$ cat config.mk
export PLATFORM = sky130hd
export DESIGN_NAME = button_debounce_bank
export DESIGN_NICKNAME = d
export VERILOG_FILES = /design/src/rtl/debounce_pkg.sv /design/src/rtl/debounce_channel.sv /design/src/rtl/button_debounce_bank.sv
export SDC_FILE = /design/constraint.sdc
export NUM_CORES = 1
export LEC_CHECK = 0
export BUFFER_PORTS_ARGS = -buffer_cell sky130_fd_sc_hd__buf_2
export CORE_ASPECT_RATIO = 0.6
export CORE_UTILIZATION = 60
export CTS_BUF_LIST = sky130_fd_sc_hd__clkbuf_4
export DETAILED_ROUTE_END_ITERATION = 10
export PLACE_DENSITY = 0.77
export SLEW_MARGIN = 20
export SYNTH_ARGS = -nofsm -noshare
export SYNTH_HDL_FRONTEND = slang
export SYNTH_SLANG_ARGS = --single-unit
$ cat constraint.sdc
create_clock -name clk -period 6.2 [get_ports clk]
set_clock_uncertainty 0.15 [all_clocks]
set_input_delay 1.55 -clock clk [delete_from_list [all_inputs] [get_ports clk]]
set_output_delay 1.55 -clock clk [all_outputs]
set_load 0.1 [all_outputs]
$ cat src/rtl/debounce_pkg.sv
// +-----------------------------------------------------------------------------+
// | debounce_pkg: shared state encoding and width helper for the debounce bank. |
// | Revision: 1.0                                                               |
// +-----------------------------------------------------------------------------+
`default_nettype none

package debounce_pkg;

    typedef enum logic [1:0] {
        ST_LOW       = 2'd0,
        ST_RISE_PEND = 2'd1,
        ST_HIGH      = 2'd2,
        ST_FALL_PEND = 2'd3
    } db_state_e;

    function automatic int cnt_width(input int max);
        return (max < 1) ? 1 : $clog2(max + 1);
    endfunction

endpackage

`default_nettype wire

$ cat src/rtl/debounce_channel.sv
// +-----------------------------------------------------------------------------+
// | debounce_channel: synchroniser, settle FSM and press/release pulses for one |
// | input. Optional auto-repeat on press_o when DEBOUNCE_REPEAT_EN is defined.  |
// | Revision: 1.0                                                               |
// +-----------------------------------------------------------------------------+
`default_nettype none

module debounce_channel
    import debounce_pkg::*;
#(
    parameter int SYNC_STAGES   = 2,
    parameter int SETTLE_TICKS  = 10000,
    parameter int REPEAT_DELAY  = 500000,
    parameter int REPEAT_PERIOD = 100000
) (
    input  logic clk,
    input  logic cpu_resetn,
    input  logic tick_i,
    input  logic btn_i,
    output logic level_o,
    output logic level_nxt_o,
    output logic press_o,
    output logic release_o
);

    localparam int             CW       = cnt_width(SETTLE_TICKS);
    localparam logic [CW-1:0]  CNT_LAST = CW'(SETTLE_TICKS - 1);
    localparam logic [CW-1:0]  CNT_ONE  = CW'(1);

    logic [SYNC_STAGES-1:0] sync_q;
    logic                   sync_w;
    db_state_e              state_q, state_d;
    logic [CW-1:0]          cnt_q, cnt_d;
    logic                   level_q, level_d;
    logic                   press_q, press_d;
    logic                   release_q, release_d;

`ifdef DEBOUNCE_REPEAT_EN
    localparam int             RW        = cnt_width(REPEAT_DELAY + REPEAT_PERIOD);
    localparam logic [RW-1:0]  RPT_FIRST = RW'(REPEAT_DELAY - 1);
    localparam logic [RW-1:0]  RPT_NEXT  = RW'(REPEAT_DELAY + REPEAT_PERIOD - 1);
    localparam logic [RW-1:0]  RPT_BASE  = RW'(REPEAT_DELAY);
    localparam logic [RW-1:0]  RPT_ONE   = RW'(1);
    logic [RW-1:0] rpt_q, rpt_d;
`endif

    assign sync_w = sync_q[SYNC_STAGES-1];

    // The disagreeing tick seen in a stable state is the first of the
    // SETTLE_TICKS, so pend states start counting at one on a tick.
    always_comb begin
        state_d   = state_q;
        cnt_d     = cnt_q;
        level_d   = level_q;
        press_d   = 1'b0;
        release_d = 1'b0;
`ifdef DEBOUNCE_REPEAT_EN
        rpt_d     = rpt_q;
`endif
        case (state_q)
            ST_LOW, ST_RISE_PEND: begin
                if (!sync_w) begin
                    state_d = ST_LOW;
                    cnt_d   = '0;
                end else if (tick_i) begin
                    if (cnt_q == CNT_LAST) begin
                        state_d = ST_HIGH;
                        cnt_d   = '0;
                        level_d = 1'b1;
                        press_d = 1'b1;
`ifdef DEBOUNCE_REPEAT_EN
                        rpt_d   = '0;
`endif
                    end else begin
                        state_d = ST_RISE_PEND;
                        cnt_d   = cnt_q + CNT_ONE;
                    end
                end else begin
                    state_d = ST_RISE_PEND;
                end
            end
            ST_HIGH, ST_FALL_PEND: begin
                if (sync_w) begin
                    state_d = ST_HIGH;
                    cnt_d   = '0;
`ifdef DEBOUNCE_REPEAT_EN
                    if (tick_i && (state_q == ST_HIGH)) begin
                        if (rpt_q == RPT_FIRST) begin
                            press_d = 1'b1;
                            rpt_d   = rpt_q + RPT_ONE;
                        end else if (rpt_q == RPT_NEXT) begin
                            press_d = 1'b1;
                            rpt_d   = RPT_BASE;
                        end else begin
                            rpt_d   = rpt_q + RPT_ONE;
                        end
                    end
`endif
                end else if (tick_i) begin
                    if (cnt_q == CNT_LAST) begin
                        state_d   = ST_LOW;
                        cnt_d     = '0;
                        level_d   = 1'b0;
                        release_d = 1'b1;
`ifdef DEBOUNCE_REPEAT_EN
                        rpt_d     = '0;
`endif
                    end else begin
                        state_d = ST_FALL_PEND;
                        cnt_d   = cnt_q + CNT_ONE;
                    end
                end else begin
                    state_d = ST_FALL_PEND;
                end
            end
            default: begin
                state_d = ST_LOW;
                cnt_d   = '0;
                level_d = 1'b0;
            end
        endcase
    end

    always_ff @(posedge clk or negedge cpu_resetn) begin
        if (!cpu_resetn) begin
            sync_q    <= '0;
            state_q   <= ST_LOW;
            cnt_q     <= '0;
            level_q   <= 1'b0;
            press_q   <= 1'b0;
            release_q <= 1'b0;
`ifdef DEBOUNCE_REPEAT_EN
            rpt_q     <= '0;
`endif
        end else begin
            sync_q    <= {sync_q[SYNC_STAGES-2:0], btn_i};
            state_q   <= state_d;
            cnt_q     <= cnt_d;
            level_q   <= level_d;
            press_q   <= press_d;
            release_q <= release_d;
`ifdef DEBOUNCE_REPEAT_EN
            rpt_q     <= rpt_d;
`endif
        end
    end

    assign level_o     = level_q;
    assign level_nxt_o = level_d;
    assign press_o     = press_q;
    assign release_o   = release_q;

endmodule

`default_nettype wire

$ cat src/rtl/button_debounce_bank.sv
// +-----------------------------------------------------------------------------+
// | button_debounce_bank: N-channel debouncer with a shared tick prescaler.     |
// | Define DEBOUNCE_REPEAT_EN to enable auto-repeat press pulses.               |
// | Revision: 1.0                                                               |
// +-----------------------------------------------------------------------------+
`default_nettype none

module button_debounce_bank
    import debounce_pkg::*;
#(
    parameter int N_CH          = 5,
    parameter int SYNC_STAGES   = 2,
    parameter int TICK_DIV      = 100,
    parameter int SETTLE_TICKS  = 10000,
    parameter int REPEAT_DELAY  = 500000,
    parameter int REPEAT_PERIOD = 100000
) (
    input  logic            clk,
    input  logic            cpu_resetn,
    input  logic [N_CH-1:0] btn_i,
    output logic [N_CH-1:0] level_o,
    output logic [N_CH-1:0] press_o,
    output logic [N_CH-1:0] release_o,
    output logic            any_o
);

    logic            tick_w;
    logic [N_CH-1:0] level_nxt_w;
    logic            any_q;

    generate
        if (TICK_DIV <= 1) begin : g_tick_every
            assign tick_w = 1'b1;
        end else begin : g_prescaler
            localparam int            PW       = cnt_width(TICK_DIV - 1);
            localparam logic [PW-1:0] PRE_LAST = PW'(TICK_DIV - 1);
            logic [PW-1:0] pre_q;

            always_ff @(posedge clk or negedge cpu_resetn) begin
                if (!cpu_resetn) begin
                    pre_q <= '0;
                end else if (pre_q == PRE_LAST) begin
                    pre_q <= '0;
                end else begin
                    pre_q <= pre_q + PW'(1);
                end
            end

            assign tick_w = (pre_q == PRE_LAST);
        end
    endgenerate

    generate
        for (genvar i = 0; i < N_CH; i++) begin : g_ch
            debounce_channel #(
                .SYNC_STAGES   (SYNC_STAGES),
                .SETTLE_TICKS  (SETTLE_TICKS),
                .REPEAT_DELAY  (REPEAT_DELAY),
                .REPEAT_PERIOD (REPEAT_PERIOD)
            ) u_channel (
                .clk         (clk),
                .cpu_resetn  (cpu_resetn),
                .tick_i      (tick_w),
                .btn_i       (btn_i[i]),
                .level_o     (level_o[i]),
                .level_nxt_o (level_nxt_w[i]),
                .press_o     (press_o[i]),
                .release_o   (release_o[i])
            );
        end
    endgenerate

    // Built from next-state levels so any_o moves in the same cycle as level_o.
    always_ff @(posedge clk or negedge cpu_resetn) begin
        if (!cpu_resetn) begin
            any_q <= 1'b0;
        end else begin
            any_q <= |level_nxt_w;
        end
    end

    assign any_o = any_q;

endmodule

`default_nettype wire

# --- Word level (Yosys, flattened, before mapping) ---
# Index checks and enable logic that the tools add are counted.
totals:
  elab_cells: 201
  regBits: 113
  input_bits: 7
op_classes:
  mux: 126
  add_sub_neg: 6
  reduce_logical: 16
  eq_ne: 21
ops:
  columns: ["cell", "n"]
  rows:
  - ["$mux W14", 20]
  - ["$pmux W14 S2", 5]
  - ["$add A14 B1 Y14 const B", 5]
  - ["$eq A14 B14 Y1 const B", 5]
  - ["$mux W1", 60]
  - ["$mux W2", 30]
  - ["$eq A2 B2 Y1 const B", 10]
  - ["$pmux W2 S2", 5]
  - ["$reduce_or A2 Y1", 10]
  - ["$eq A2 B1 Y1 const B", 5]
  - ["$logic_not A2 Y1", 5]
  - ["$pmux W1 S2", 5]
  - ["$add A7 B1 Y7 const B", 1]
  - ["$eq A7 B7 Y1 const B", 1]
  - ["$mux W7", 1]
  - ["$reduce_or A5 Y1", 1]

# --- Longest topological paths before layout ---
# Gate-level depths: netlist of the first run.
depth:
  word_depth: 6
  mapped_depth: 8
  ltp_nobuf: 7

# --- Cells and area by module ---
# Synthesis of the first run repeated with hierarchy kept, for this count alone.
unflattened:
  cells_unflattened: 464
  area_unflattened_um2: 5305.1
by_module_without_submodules:
  columns: ["module", "cells_per_inst", "area_each_um2", "n_inst", "seq_area_each_um2"]
  rows:
  - ["debounce_channel (g_ch[0].u_channel ...)", 87, 1013.5, 2, 500.5]
  - ["debounce_channel (g_ch[3].u_channel ...)", 87, 963.4, 2, 500.5]
  - ["debounce_channel (g_ch[2].u_channel)", 83, 968.4, 1, 500.5]
  - ["button_debounce_bank", 33, 382.9, 1, 200.2]

# --- Least setup slack after synthesis of the first run ---
# No wires, ideal clock.
synth_path:
  kind: "reg-to-output"
  startpoint: "register any_q, in the netlist any_o"
  endpoint: "output any_o"
  required_time_ns: 4.500
  t_arrival_ns: 0.883
  stages_incl_launch_ff: 1
  setup_slack_ns: 3.617
  path_cell_list: "dfrtp_1"
synth_lines:
  columns: ["element", "line_no", "source"]
  rows:
  - ["start: declaration", "button_debounce_bank.sv:29", "logic any_q;"]
  - ["start signal: assignment", "button_debounce_bank.sv:78", "any_q <= |level_nxt_w;"]
  - ["end: declaration", "button_debounce_bank.sv:24", "output logic any_o"]
# No word-level cell between the ends.

# --- Worst setup path in the final report of the first run ---
layout_path:
  startpoint: "register g_prescaler.pre_q[0]"
  endpoint: "register any_q, in the netlist any_o"
layout_via:
  elab_chain_len: 5
  word_cells_on_any_way: 27
  cone_classes: "eq/ne (1); mux (25); reduce/logical (1)"
layout_rtl:
  columns: ["element", "line_no", "source"]
  rows:
  - ["start: declaration", "button_debounce_bank.sv:37", "logic [PW-1:0] pre_q;"]
  - ["start signal: assignment", "button_debounce_bank.sv:45", "pre_q <= pre_q + PW'(1);"]
  - ["$eq A7 B7 Y1 (*)", "button_debounce_bank.sv:49", "assign tick_w = (pre_q == PRE_LAST);"]
  - ["$mux W1, on equally long branches", "debounce_channel.sv:99, debounce_channel.sv:65", null]
  - ["$mux W1, on equally long branches", "debounce_channel.sv:83, debounce_channel.sv:62", null]
  - ["$pmux W1 S2 (*)", "debounce_channel.sv:60", "case (state_q)"]
  - ["named net g_ch[0].u_channel.level_nxt_o", "debounce_channel.sv:21", "output logic level_nxt_o,"]
  - ["$reduce_or A5 Y1 (*)", "button_debounce_bank.sv:78", null]
# The timed path passes the listed nets; every way through them passes the cells marked *.

==> results of run 1 <==
==> flip-flops by register name (all words and copies together), names as in the netlist <==
signal and flops:
g_ch.u_channel.cnt_q 70, g_prescaler.pre_q 7, g_ch.u_channel.level_o 5, g_ch.u_channel.state_q 5
g_ch.u_channel.press_o 5, g_ch.u_channel.sync_q 10, any_o 1, g_ch.u_channel.release_o 5
==> power breakdown <==
group          internal, uW  leakage [uW]  total [uW]  switching (uW)
Sequential              708       0.00147         711            2.65
Clock                  92.2     0.0000553         312             220
Combinational          3.59      0.000894        24.2            20.6
==> per-stage QoR <==
step / instance area [sq um] / setup WS [ns] / total power (uW)
4_1_cts: 5170 / 3.11 / 1060
3_5_place_dp: 5050 / 3.13 / 749
3_3_place_gp: 5050 / 3.23 / 749
5_1_grt: 5170 / 2.80 / 1090
6_report: 5170 / 3.12 / 1050
2_1_floorplan: 4930 / 3.62 / 731
==> final timing paths <==
check	end	cells after the start	from	slack (ns)
max in group asynchronous	g_ch[0].u_channel.cnt_q[10]	2	cpu_resetn	3.83
hold reg to reg	g_ch[4].u_channel.sync_q[1]	0	g_ch[4].u_channel.sync_q[0]	0.21
setup reg to reg	any_o	8	g_prescaler.pre_q[0]	3.12
hold / removal	g_ch[4].u_channel.sync_q[1]	0	g_ch[4].u_channel.sync_q[0]	0.21
setup / recovery	any_o	8	g_prescaler.pre_q[0]	3.12
min in group asynchronous	g_ch[2].u_channel.cnt_q[12]	1	cpu_resetn	0.99
==> cell usage after synthesis (5+ instances only) <==
cell      instances
nor3_1           12
ha_1              6
buf_4            15
clkbuf_1          7
mux2_2            5
a21oi_1           7
nor2_1           78
dfrtp_1         108
nand2_1          43
and3_1           21
inv_1             8
nand3_1          17
nand4_1          18
xor2_1           41
xnor2_1          30
==> cell families after synthesis <==
family,after synthesis,share of synthesized area
mux,7,0.0155
simple gates,227,0.235
compound gates,20,0.0246
xor+xnor,71,0.126
fa+ha+maj,6,0.0152
buf+inv,31,0.0353
flops,108,0.548
==> area by class of cell <==
| type | instances | area, sq um |
|---|---|---|
| Inverter | 8 | 30.0 |
| Clock inverter | 5 | 38.8 |
| Multi-Input combinational cell | 331 | 2050 |
| Clock buffer | 11 | 82.6 |
| Fill cell | 637 | 2740 |
| Tap cell | 108 | 135 |
| Sequential cell | 108 | 2700 |
| Timing Repair Buffer | 24 | 128 |
==> worst reg2reg max path: stages (launching register included) <==
cell	delay [ns]
dfrtp_1	0.42
ha_1	0.28
nand4bb_1	0.46
nor2_2	0.34
buf_4	0.33
nand4_1	0.23
mux2i_1	0.20
nand2_1	0.08
or4_1	0.47
==> routing by layer <==
layer	global-route usage	wire, um	vias to the layer above
met5	0	0	-
met4	0.0506	46	0
met2	0.297	3290	51
met1	0.331	4400	1553
li1	-	-	1597
met3	0.0519	323	5
==> results.cfg, run 1 <==
[worst_setup_path]
required_ns = 6.39
crit_family = simple AND/OR/NAND/NOR gates
cp_slowest_cell = or4_1
cpPeakStageDelay_ns = 0.47
crit_chain = ha_1 > nand4bb_1 > nor2_2 > buf_4 > nand4_1 > mux2i_1 > nand2_1 > or4_1
crit_type = flip-flop to flip-flop
start_kind = flip-flop
crit_fanout = 24
worstPathArrival_ns = 3.27
worstSetupEndpointType = flip-flop
cp_num_buf_inv = 1

[clock_tree]
cts_max_path_buffers = 2
holdBufCountCts = 0
cts_root_buf = clkbuf_4
cts_resized = 0
htreeDepth = 3
clkSinkCount = 108
post-cts-setup-buffers = 0
cts_tree = yes
cts_buffers = 9
clk_pin_slew_worst_paths_ns = 0.16
worstSkewPairLatency_ns = 0.45

[synth]
ys_warn_count = 0
synthArstFlopShare = 1.00
synth_top_area_frac = 0.548
synth_edf_count = 0
syn_nets = 483
synth_area_leaders = dfrtp_1, xor2_1, nor2_1
yosysSeqAreaShare = 0.548
synthCells = 470
ys_types = 44
synth_area_leader_cell = dfrtp_1
synth.cell_area_sq_mm = 0.00493
synth-seq-cells = 108
synth-main-ff-cell = dfrtp_1
synth_area_per_cell_sq_um = 10.5

[grt]
grt_max_degree = 65
grt_use_total = 0.212
antenna_found_initial = 0
grt_pass1_wl_um = 14300
grt_pass1_vias = 2957
overflow = 0

[detailed_routing]
dr_total_vias = 3206
drt_first_pass_iters = 4
ant_nets = 0
wl_per_cell_um = 13.5
route.detailed.drc = 0
drt-initial-drc-count = 234
drt_wl_total_um = 8050
avgViaCountPerCell = 5.39

[place]
gp_congestion = 0.797
dp.cells = 579
dp.final_hpwl_um = 5590
portBuffers = 22

[layout]
final_common_cell = dfrtp_1
area_delta_synth_final_pct = 4.87
nets = 495
antenna_cells = 0
utilization = 0.653
finalNonFillerCells = 595
layout_common_cells = dfrtp_1, nor2_1, nand2_1
drive_gt1_frac = 0.107

[pwr]
irDropWorstVdd_v = 0.000142
power_density_mw_per_mm2 = 202
leakage_uw = 0.00242

[sta]
fmax_mhz = 325
rsz0062_at_grt = no
slew_violations = 0
setup_tns_ns = 0
hold_ws_ns = 0.215
report.final.hold_viol_count = 0
fin_crit_ns = 3.08
post-route-period-util = 0.497
worst_slew_pin_slew_ns = 0.959
relSlewSlack = 0.357
setup_violations = 0

[floorplan]
num_rows = 25
die_h_um = 72.2
core_area_sq_mm = 0.00791
die_area_sq_mm = 0.00859
start_util = 0.623
io_pins = 23
dieWidth_um = 119

[run]
maxCapViolCount = 0

[status]
outcome = completed

[hold_path]
holdCritPathClass = flip-flop to flip-flop
Power figures use the tool's default switching activity.
==> run 2, diff against run 1 <==
--- a/config.mk
+++ b/config.mk
@@ -5,12 +5,13 @@
 export SDC_FILE = /design/constraint.sdc
 export NUM_CORES = 1
 export LEC_CHECK = 0
+export ABC_AREA = 1
 export BUFFER_PORTS_ARGS = -buffer_cell sky130_fd_sc_hd__buf_2
 export CORE_ASPECT_RATIO = 0.6
-export CORE_UTILIZATION = 60
+export CORE_UTILIZATION = 58
 export CTS_BUF_LIST = sky130_fd_sc_hd__clkbuf_4
 export DETAILED_ROUTE_END_ITERATION = 10
-export PLACE_DENSITY = 0.77
+export PLACE_DENSITY = 0.78
 export SLEW_MARGIN = 20
 export SYNTH_ARGS = -nofsm -noshare
 export SYNTH_HDL_FRONTEND = slang
==> constraint.sdc (replaced) <==
create_clock -name clk -period 2.5 [get_ports clk]
set_clock_uncertainty 0.15 [all_clocks]
set_input_delay 0.625 -clock clk [delete_from_list [all_inputs] [get_ports clk]]
set_output_delay 0.625 -clock clk [all_outputs]
set_load 0.1 [all_outputs]
==> run 2 against run 1 <==
Combinational power rose to 3.5 times the previous value. Clock power rose to 2.5 times the previous value. Largest cell class unchanged. Total power rose to 2.5 times the previous value. Via count rose by 40%. Critical endpoint is now g_ch[4].u_channel.cnt_q[9]. Synthesized cell count rose by 51%. Largest power group unchanged. Register-to-register slack got worse by 2.7 ns. Final cell count rose by 46%.
==> results.cfg, run 2 <==
[layout]
final_common_cell = nand2_1
layout_common_cells = nand2_1, nor2_1, dfrtp_1
finalNonFillerCells = 866
top_regs = g_ch.u_channel.cnt_q (70), g_ch.u_channel.sync_q (10), g_prescaler.pre_q (7)
largest_reg_flops = 70
nets = 745
largest_register = g_ch.u_channel.cnt_q
drive_gt1_frac = 0.0938
fillers = 829
antenna_cells = 0
seq_area_sq_mm = 0.00270
area_delta_synth_final_pct = 5.78
multi_input_area_sq_mm = 0.00232

[sta]
post-route-period-util = 0.852
rsz0062_at_grt = no
report.final.hold_viol_count = 0
setup_tns_ns = 0
setup_violations = 0
fmax_mhz = 470
fin_crit_ns = 2.13
relSlewSlack = 0.630
slew_violations = 0
worst_slew_pin_slew_ns = 0.551

[synth]
synth.cell_area_sq_mm = 0.00557
synthArstFlopShare = 1.00
synth_area_per_cell_sq_um = 7.82
synth-seq-cells = 108
synth_edf_count = 0
ys_warn_count = 0
yosysSeqAreaShare = 0.486
synth_common_cells = nand2_1, nor2_1, dfrtp_1, inv_1, nand3_1
synth_area_leader_cell = dfrtp_1
syn_nets = 725
synth-main-ff-cell = dfrtp_1
synthCells = 712
ys_types = 31
synth_top_area_frac = 0.486
synthMostInstantiatedCell = nand2_1
synth_area_leaders = dfrtp_1, nand2_1, nor2_1

[detailed_routing]
drt_first_pass_iters = 4
wl_per_cell_um = 12.9
drt-initial-drc-count = 328
dr_total_vias = 4483
route.detailed.drc = 0
drt_wl_total_um = 11100
ant_nets = 0
avgViaCountPerCell = 5.18

[worst_setup_path]
worstReg2RegEnd = g_ch[4].u_channel.cnt_q[9]
start_kind = flip-flop
worstSetupEndpointType = flip-flop
worstPathArrival_ns = 2.36
r2r-start = g_prescaler.pre_q[4]
crit_start = g_prescaler.pre_q[4]
crit_type = flip-flop to flip-flop
crit_fanout = 23
r2r_cells = 9
reg2reg_slack_ns = 0.37
required_ns = 2.73

[grt]
globalRouteMet2Util = 0.375
grt_use_total = 0.254
use_met3 = 0.0586
antenna_found_initial = 0
use_met1 = 0.369
busiest_layer = met2
grt_pass1_wl_um = 19900
grt_pass1_vias = 4365
grt_max_degree = 38
overflow = 0

[floorplan]
die_h_um = 77.9
io_pins = 23
start_util = 0.601
core_area_sq_mm = 0.00926
die_area_sq_mm = 0.0100
dieWidth_um = 128
num_rows = 27

[pwr]
leakage_uw = 0.00299
power_density_mw_per_mm2 = 449
irDropWorstVdd_v = 0.000228

[place]
dp.cells = 850
gp_congestion = 0.878
portBuffers = 22
dp.final_hpwl_um = 8390

[clock_tree]
cts_resized = 0
clkSinkCount = 108
cts_buffers = 9
worstSkewPairLatency_ns = 0.48
post-cts-setup-buffers = 0
clk_pin_slew_worst_paths_ns = 0.16
cts_max_path_buffers = 2
cts_root_buf = clkbuf_4
htreeDepth = 3
cts_tree = yes

[hold_path]
min_path_cells = 1
holdCritPathClass = input port to flip-flop
min_from = btn_i[4]
hold-path-endpoint = g_ch[4].u_channel.sync_q[0]

[status]
outcome = completed

[run]
maxCapViolCount = 0
[run 2: kinds of logic after synthesis]
family | share of synthesized area
AND/OR/NAND/NOR | 0.326
adder cells (fa/ha/maj) | 0.0135
AO/OA/AOI/OAI | 0.0560
buffers and inverters | 0.0967
XOR/XNOR | 0.0220
flip-flops | 0.486
[run 2: worst max-delay path, cell delays in order (launching register included)]
cell     delay [ns]
dfrtp_1        0.47
inv_1          0.10
nand3_1        0.11
nor2_4         0.16
buf_4          0.29
nand3_1        0.18
nand2_1        0.20
inv_2          0.11
o21ai_0        0.12
a21oi_1        0.11
[run 2: how the worst max path moves through the flow]
stage / to / slack [ns] / cells after the start
after floorplan: any_o / 0.81 / 8
after global placement: g_ch[4].u_channel.cnt_q[9] / 0.49 / 9
after detailed placement: g_ch[4].u_channel.cnt_q[9] / 0.40 / 9
after CTS: g_ch[4].u_channel.cnt_q[9] / 0.37 / 9
after global routing: g_ch[4].u_channel.cnt_q[9] / 0.19 / 9
final: g_ch[4].u_channel.cnt_q[9] / 0.37 / 9
[run 2: repair_timing]
action / CTS / global route
hold buffers: 1 / 0
endpoints found under the hold margin: 28 / 0
endpoints found under the setup margin: 0 / 0
[run 2: layout make-up]
class / instances / share of cell area
Timing Repair Buffer: 31 / 0.0353
Clock inverter: 5 / 0.00659
Sequential cell: 108 / 0.459
Inverter: 100 / 0.0638
Tap cell: 130 / 0.0276
Multi-Input combinational cell: 482 / 0.395
Clock buffer: 10 / 0.0128
[run 2: routing by layer]
layer | share of wire | wire length [um] | vias to the layer above
met2 | 0.42 | 4680 | 106
met5 | 0 | 0 | -
li1 | - | - | 2284
met3 | 0.047 | 524 | 21
met1 | 0.52 | 5750 | 2072
met4 | 0.015 | 172 | 0
[run 2: metrics by stage]
stage	setup WS [ns]	utilization	power [uW]	area, sq um	hold WS (ns)
6_report	0.371	0.636	2640	5890	0.0856
5_1_grt	0.192	0.636	2750	5890	0.0366
4_1_cts	0.373	0.636	2670	5890	0.0543
3_5_place_dp	0.401	0.623	1880	5760	0.194
3_3_place_gp	0.490	0.623	1880	5760	0.184
2_1_floorplan	0.805	-	1820	5570	0.179
[run 2: power breakdown]
group          internal (uW)  switching (uW)  leakage (uW)
combinational           20.4            63.8       0.00146
clock                    216             579     0.0000580
sequential              1760            7.37       0.00147
total                   1990             650       0.00299
==> run 3, diff against run 2 <==
==> constraint.sdc (replaced) <==
create_clock -name clk -period 2.5 [get_ports clk]
set_clock_uncertainty 0.15 [all_clocks]
set_input_delay 0.5 -clock clk [delete_from_list [all_inputs] [get_ports clk]]
set_output_delay 0.5 -clock clk [all_outputs]
set_load 0.1 [all_outputs]
==> run 3 against run 2 <==
Sequential share of layout area is 0.81 points lower. Largest cell class unchanged. Setup slack better by 0.019 ns. Count of clock-buffer cells in the layout stayed put.
==> results.cfg, run 3 (synthesis results as in run 2) <==
[sta]
fin_ws_ns = 0.390
relSlewSlack = 0.614
fmax_mhz = 474
hold_ws_ns = 0.218
setup_tns_ns = 0
report.final.hold_viol_count = 0
slew_violations = 0
post-route-period-util = 0.844
fin_crit_ns = 2.11
worst_slew_pin_slew_ns = 0.576
setup_violations = 0
rsz0062_at_grt = no

[clock_tree]
holdBufCountCts = 6
worstSkewPairLatency_ns = 0.47
cts_tree = yes
cts_max_path_buffers = 2
clk_pin_slew_worst_paths_ns = 0.15
cts_buffers = 9
htreeDepth = 3
cts_root_buf = clkbuf_4
clkSinkCount = 108
cts_resized = 0
post-cts-setup-buffers = 0

[detailed_routing]
avgViaCountPerCell = 5.27
ant_nets = 0
drt_wl_total_um = 11500
dr_total_vias = 4588
wl_per_cell_um = 13.2
route.detailed.drc = 0
drt-initial-drc-count = 340
drt_first_pass_iters = 7

[pwr]
switchingPower_uw = 615
irDropWorstVdd_v = 0.000369
power_density_mw_per_mm2 = 485
clkPwrFrac = 0.362
leakage_uw = 0.00305
internal_power_uw = 2290
pwr-share-comb = 0.031
sw_frac_of_total = 0.212
pwr-share-seq = 0.607

[layout]
largest_reg_flops = 70
nets = 749
fillers = 808
area_delta_synth_final_pct = 7.69
final_common_cell = nand2_1
layout_common_cells = nand2_1, nor2_1, dfrtp_1
top_regs = g_ch.u_channel.cnt_q (70), g_ch.u_channel.sync_q (10), g_prescaler.pre_q (7)
antenna_cells = 0
largest_register = g_ch.u_channel.cnt_q
drive_gt1_frac = 0.0918

[worst_setup_path]
worstSetupEndpointType = flip-flop
cpPeakStageDelay_ns = 0.47
crit_chain = inv_1 > nand3_1 > nor2_4 > buf_4 > nand3_1 > nand2_1 > inv_2 > o21ai_0 > a21oi_1
start_kind = flip-flop
worstReg2RegEnd = g_ch[4].u_channel.cnt_q[9]
cp_slowest_cell = dfrtp_1
reg2reg_slack_ns = 0.39
r2r-start = g_prescaler.pre_q[4]
crit_type = flip-flop to flip-flop
required_ns = 2.72
crit_top_cell = nand3_1
crit_fanout = 23
worstPathArrival_ns = 2.33
r2r_cells = 9

[hold_path]
holdCritPathClass = flip-flop to flip-flop
hold-path-endpoint = g_ch[0].u_channel.sync_q[1]
min_path_cells = 0
min_from = g_ch[0].u_channel.sync_q[0]

[place]
gp_congestion = 0.891
portBuffers = 22
dp.final_hpwl_um = 8350
dp_worst_setup_slack_ns = 0.418

[floorplan]
dieWidth_um = 128
io_pins = 23
die_h_um = 77.9
start_util = 0.601
num_rows = 27
core_area_sq_mm = 0.00926
die_area_sq_mm = 0.0100

[grt]
grt_pass1_wl_um = 19900
overflow = 0
grt_max_degree = 38
grt_pass1_vias = 4400
grt_use_total = 0.253
antenna_found_initial = 0

[status]
outcome = completed

[run]
maxCapViolCount = 0
[run 3: cell count changes in the layout (fill, tap and decap cells not counted)]
cell	delta
clkinv_2	+1
clkinvlp_4	-2
inv_8	-1
dlygate4sd3_1	+5
clkinv_1	+1
buf_4	-1
bufinv_16	+3
clkinv_4	-1
[run 3: critical path, delay by kind of cell, from the launching register on]
family | cells | cell delay (ns)
buffers and inverters | 3 | 0.50
AND/OR/NAND/NOR | 4 | 0.65
flip-flops | 1 | 0.47
AO/OA/AOI/OAI | 2 | 0.23
[run 3: power by group through the flow]
stage,combinational [uW],sequential [uW],clock (uW)
2_1_floorplan,29.1,1790,0
3_3_place_gp,82.8,1790,0
3_5_place_dp,85.8,1790,0
4_1_cts,93.5,1760,1090
5_1_grt,104,1760,1150
6_report,89.8,1760,1050
[run 3: worst max path at each step]
stage                         startpoint                    endpoint
detailed placement  g_prescaler.pre_q[0]  g_ch[4].u_channel.cnt_q[9]
finish              g_prescaler.pre_q[4]  g_ch[4].u_channel.cnt_q[9]
CTS                 g_prescaler.pre_q[3]  g_ch[4].u_channel.cnt_q[9]
floorplan           g_prescaler.pre_q[0]                       any_o
global route        g_prescaler.pre_q[3]  g_ch[4].u_channel.cnt_q[9]
global placement    g_prescaler.pre_q[0]  g_ch[4].u_channel.cnt_q[9]
[run 3: area by class of cell]
| class | count | area [sq um] | area share |
|---|---|---|---|
| flip-flops and latches | 108 | 2700 | 0.451 |
| clock inverters | 6 | 103 | 0.0171 |
| multi-input cells | 482 | 2320 | 0.388 |
| inverters | 100 | 375 | 0.0626 |
| repair buffers | 35 | 250 | 0.0418 |
| clock buffers | 10 | 75.1 | 0.0125 |
| well taps | 130 | 163 | 0.0271 |
[run 3: stage by stage]
stage          power (uW)  instance area (sq um)  utilization  std cells
3_3_place_gp         1880                   5760        0.622        849
6_report             2910                   5990        0.647        871
4_1_cts              2950                   5990        0.647        871
5_1_grt              3020                   5990        0.647        871
2_1_floorplan        1820                   5570            -        712
3_5_place_dp         1880                   5760        0.622        849
[run 3: routing by layer]
layer	track usage	up-vias	wire length, um
li1	-	2292	-
met1	0.363	2139	5770
met2	0.388	135	4940
met3	0.0559	22	597
met4	0.0718	0	170
met5	0	-	0
